`src/rtl/sequence_playback_scheduler.sv`:
```
// sequence_playback_scheduler: steps sequence memory 0..last and lights each entry for ON_CYCLES clocks
// Optional blank gap of OFF_CYCLES after every entry when PLAYBACK_BLANK_EN is defined.
module sequence_playback_scheduler #(
  parameter int ADDR_W     = 4,
  parameter int DATA_W     = 4,
  parameter int ON_CYCLES  = 4,
  parameter int OFF_CYCLES = 2
) (
  input  logic              clock,
  input  logic              reset,
  input  logic              start,
  input  logic              abort,
  input  logic [ADDR_W-1:0] last_addr,
  input  logic [DATA_W-1:0] mem_data,
  output logic [ADDR_W-1:0] mem_addr,
  output logic [DATA_W-1:0] leds,
  output logic              busy,
  output logic              done,
  output logic [3:0]        db_estado
);
  typedef enum logic [3:0] {
    IDLE  = 4'd0,
    FETCH = 4'd1,
    WAIT  = 4'd2,
    SHOW  = 4'd3,
    GAP   = 4'd4,
    NEXT  = 4'd5,
    DONE  = 4'd6
  } state_t;
  localparam int CMAX = (ON_CYCLES > OFF_CYCLES) ? ON_CYCLES : OFF_CYCLES;
  localparam int CW   = $clog2(CMAX + 1);
  state_t state;
  logic [CW-1:0] cnt;
  logic [ADDR_W-1:0] last_q;
  logic at_last;
  assign at_last   = mem_addr == last_q;
  assign db_estado = state;
  always_ff @(posedge clock or negedge reset) begin
    if (!reset) begin
      state    <= IDLE;
      mem_addr <= '0;
      leds     <= '0;
      busy     <= 1'b0;
      done     <= 1'b0;
      cnt      <= '0;
      last_q   <= '0;
    end else if (abort && state != IDLE) begin
      state    <= IDLE;
      mem_addr <= '0;
      leds     <= '0;
      busy     <= 1'b0;
      done     <= 1'b0;
      cnt      <= '0;
    end else begin
      case (state)
        IDLE: if (start && !abort) begin
          last_q   <= last_addr;
          mem_addr <= '0;
          busy     <= 1'b1;
          state    <= FETCH;
        end
        FETCH: state <= WAIT;
        WAIT: begin
          leds  <= mem_data;
          cnt   <= '0;
          state <= SHOW;
        end
        SHOW: if (cnt == CW'(ON_CYCLES - 1)) begin
          leds <= '0;
          cnt  <= '0;
`ifdef PLAYBACK_BLANK_EN
          state <= GAP;
`else
          state <= at_last ? DONE : NEXT;
          done  <= at_last;
`endif
        end else begin
          cnt <= cnt + 1'b1;
        end
`ifdef PLAYBACK_BLANK_EN
        GAP: if (cnt == CW'(OFF_CYCLES - 1)) begin
          cnt   <= '0;
          state <= at_last ? DONE : NEXT;
          done  <= at_last;
        end else begin
          cnt <= cnt + 1'b1;
        end
`endif
        NEXT: begin
          mem_addr <= mem_addr + 1'b1;
          state    <= FETCH;
        end
        DONE: begin
          done  <= 1'b0;
          busy  <= 1'b0;
          state <= IDLE;
        end
        default: begin
          state <= IDLE;
          leds  <= '0;
          busy  <= 1'b0;
          done  <= 1'b0;
          cnt   <= '0;
        end
      endcase
    end
  end
endmodule

```
`config.mk`:
```
export PLATFORM = sky130hd
export DESIGN_NAME = sequence_playback_scheduler
export DESIGN_NICKNAME = d
export VERILOG_FILES = /design/src/rtl/sequence_playback_scheduler.sv
export SDC_FILE = /design/constraint.sdc
export NUM_CORES = 1
export LEC_CHECK = 0
export ABC_AREA = 1
export CORE_MARGIN = 2
export CORE_UTILIZATION = 50
export DETAILED_ROUTE_END_ITERATION = 8
export DONT_BUFFER_PORTS = 1
export PLACE_DENSITY = 0.74
export SYNTH_ARGS = -nofsm -noshare
export SYNTH_HDL_FRONTEND = slang
export SYNTH_SLANG_ARGS = --single-unit
```
`constraint.sdc`:
```
create_clock -name clock -period 1.25 [get_ports clock]
set_clock_uncertainty 0.1 [all_clocks]
set_input_delay 0 -clock clock [delete_from_list [all_inputs] [get_ports clock]]
set_output_delay 0 -clock clock [all_outputs]
set_load 0.1 [all_outputs]
```
==> impl_summary.txt <==
----------------------------------------------------
[Routing]
  Antenna-violating nets left ... 0
  Vias per std cell ... 5.11
  Routed wirelength normalized by instance count ... 14.2 um
  WL final ... 3110 um
  Count of vias placed by the detailed router ... 1120
  Number of detailed-route iterations in the first pass ... 4
  Iteration-0 DRC Markers ... 25
  Post-route DRC violation count ... 0

[Power]
  Power Density ... 2320 nW/um^2
  Leakage power ... 0.000865 uW
  Overall power of the completed layout ... 4010 uW
  VDD IR-drop max ... 2220 uV

[GRT]
  Remaining global-route overflow ... 0
  Most crowded layer after global routing ... met2
  Maximum number of pins on one net before global-route repair ... 21
  Met3 layer usage reported by global route ... 4.97%
  Global-route wire length before repair ... 4930 um
  Overall routing resource usage ... 26.0%
  Global-route met2 utilization ... 46.8%
  Met1 capacity usage during global routing ... 27.9%
  Via count of the first global-routing pass ... 1158
  Antenna violations before repair ... 0

[Clock network]
  Clock network latency to the later pin of the worst-skew pair ... 0.32 ns
  Number of sinks on the clock net ... 20
  Clock tree from TritonCTS ... yes
  Reg clk slew, reported paths ... 0.12 ns
  Clk buf depth ... 2
  CTS Root Cell ... clkbuf_4
  Clock buffers created by TritonCTS ... 3
  H-tree depth reported by CTS ... 1

[STA]
  Min setup slack post-route ... -0.128 ns
  Clock period minus final worst setup slack ... 1.38 ns
  Final hold violation count ... 0
  Total setup violations reported at the end of the flow ... 23
  Tcrit/Tclk final ... 110%
  Max transition margin ... 37.6%
  Max-slew violations ... 0
  Maximum clock rate ... 0.725 GHz
  Unrepaired setup endpoints after global routing ... yes
  Post-route setup TNS ... -1.84 ns
  Tightest Pin Transition ... 0.933 ns

[Outcome]
  Violations in the final reports ... negative setup slack
  Outcome ... complete, but fails checks

[Synth]
  Sequential cell area fraction in the yosys report ... 45.1%
  Post-synth net total ... 160
  Most area-hungry cell type in the Yosys netlist ... dfrtp_1
  Synthesized area per cell ... 7.59 um^2
  Netlist Area Pre-Place ... 1110 um^2
  Share of Yosys cell area claimed by the top area cell type ... 45.1%
  Synth Instances ... 146
  Biggest area contributors in the synthesized netlist ... dfrtp_1 (45%), nand2_1 (18%), nand3_1 (5.4%), inv_1 (4.7%), o21ai_1 (4.5%)
  Yosys warns ... 0
  Distinct cell type count of the synthesized netlist ... 22
  Synth Register Bits ... 20

[Finish]
  Layout area overhead ... 55.9%
  Share of the core filled with cells in the final layout ... 80.4%
  Post-route insts no fill ... 219
  Register Area ... 527 um^2
  Antenna diode count ... 0
  Nets ... 206
  Footprint of the multi-input gates ... 599 um^2
  Number of filler cells placed in the layout ... 141
  Layout cell share with drive strength beyond 1 ... 42.4%

[Worst setup path]
  Critical path cell sequence ... nor2_4, nand2_4, nor2_4, inv_2, nand3_4, o21ai_2
  Top cell family by delay on the critical path ... flip-flops
  Maximum fanout along the worst path ... 4
  Crit Path Class ... reg -> reg
  Most frequent cell on the critical path ... nor2_4
  Longest individual stage delay on the worst path ... 0.53 ns
  Crit path capture type ... flip-flop
  Data required time at the worst endpoint ... 1.37 ns
  Buf+Inv Stages, Crit Path ... 1
  Startpoint type of the worst setup path ... flip-flop
  Arrival time worst endpoint ... 1.50 ns
  Slowest cell on the critical path ... dfrtp_4

[Placement]
  Number of buffers inserted by port buffering ... 0
  Half-perimeter wire length after placement ... 1960 um
  DP Worst Slack ... -0.130 ns
  Routability congestion estimate from global placement ... 0.965
  DP Cell Count ... 200

[Floorplanning]
  Horizontal die dimension ... 51.1 um
  Effective utilization at floorplan ... 51.6%
  Core outline area ... 2150 um^2
  Die outline height ... 51.1 um
  Row cnt ... 17
  Io pins ... 26
  Overall die area ... 2610 um^2

[Worst hold path]
  HP Class ... in -> async

[Flow run]
  Max-Cap Viols ... 0

----------------------------------------------------
[per-stage QoR]
stage / hold slack [ns] / instance area, um^2
floorplan: -0.396 / 1140
global placement: -0.395 / 1370
detailed placement: -0.395 / 1370
CTS: 0.183 / 1630
global route: 0.221 / 1730
finish: 0.153 / 1730
[path summary, 6_finish.rpt]
check | from | endpoint | slack (ns) | depth (start not counted)
worst max-delay path | db_estado[1] | mem_addr[3] | -0.13 | 6
worst min register to register | busy | busy | 0.40 | 2
min in group clock | last_addr[2] | last_q[2] | 0.24 | 3
worst min-delay path | reset | cnt[2] | 0.15 | 1
max in group asynchronous | reset | db_estado[2] | 0.22 | 1
worst max register to register | db_estado[1] | mem_addr[3] | -0.13 | 6
[flip-flops by register name (all words and copies together) (netlist names)]
register   flops
busy           1
cnt            3
db_estado      3
done           1
last_q         4
leds           4
mem_addr       4
[where the power goes]
part | leakage (uW) | total (uW) | switching, uW | internal (uW)
sequential | 0.000255 | 1000 | 151 | 849
clock | 0.0000279 | 545 | 220 | 325
combinational | 0.000582 | 2460 | 1690 | 775
[routing by layer]
metal	vias to the layer above	wire length (um)
li1	546	-
met1	534	1190
met2	31	1710
met3	9	116
met4	0	84
met5	-	0
[cells in the final DEF, fill, tap and decap left out, drive strengths merged]
| cell | instances |
|---|---|
| a21oi | 1 |
| nand3 | 15 |
| nand2 | 58 |
| conb | 1 |
| o21ai | 10 |
| dfrtp | 20 |
| clkbuf | 3 |
| nor2 | 11 |
| ha | 2 |
| bufinv | 1 |
| nand4 | 3 |
| clkinv | 1 |
| inv | 20 |
| buf | 31 |
| or2 | 1 |
| nor3 | 2 |
| dlygate4sd3 | 11 |
[cells by family after synthesis]
logic type               share of synthesized area [%]
buffers and inverters                             7.90
flip-flops                                        45.1
other                                            0.338
AO/OA/AOI/OAI                                     4.97
AND/OR/NAND/NOR                                   39.4
adder cells (fa/ha/maj)                           2.26
[cell type report]
type                       instances  share of cell area, %
clock buffer                       3                   1.30
multi-input combinational        104                   34.7
timing repair buffer              42                   25.0
sequential                        20                   30.5
tap                               28                   2.03
inverter                          21                   4.78
clock inverter                     1                   1.74
[repair_timing]
item                       in CTS  in global routing
resized for setup              25                 19
pin swaps                       2                  2
hold buffers                   11                  0
setup endpoints to repair      25                 25
hold endpoints to repair       40                  0
setup buffers                   0                  4
[cells in the mapped netlist]
cell,count
a21oi_1,1
buf_4,1
clkinv_2,1
conb_1,1
dfrtp_1,20
ha_1,2
inv_1,14
inv_2,6
nand2_1,53
nand2_2,3
nand2_4,2
nand3_1,12
nand3_2,2
nand3_4,1
nand4_1,3
nor2_1,8
nor2_2,1
nor2_4,2
nor3_1,1
nor3_2,1
o21ai_1,10
or2_2,1
No activity file was read; power rests on OpenSTA's default activity.
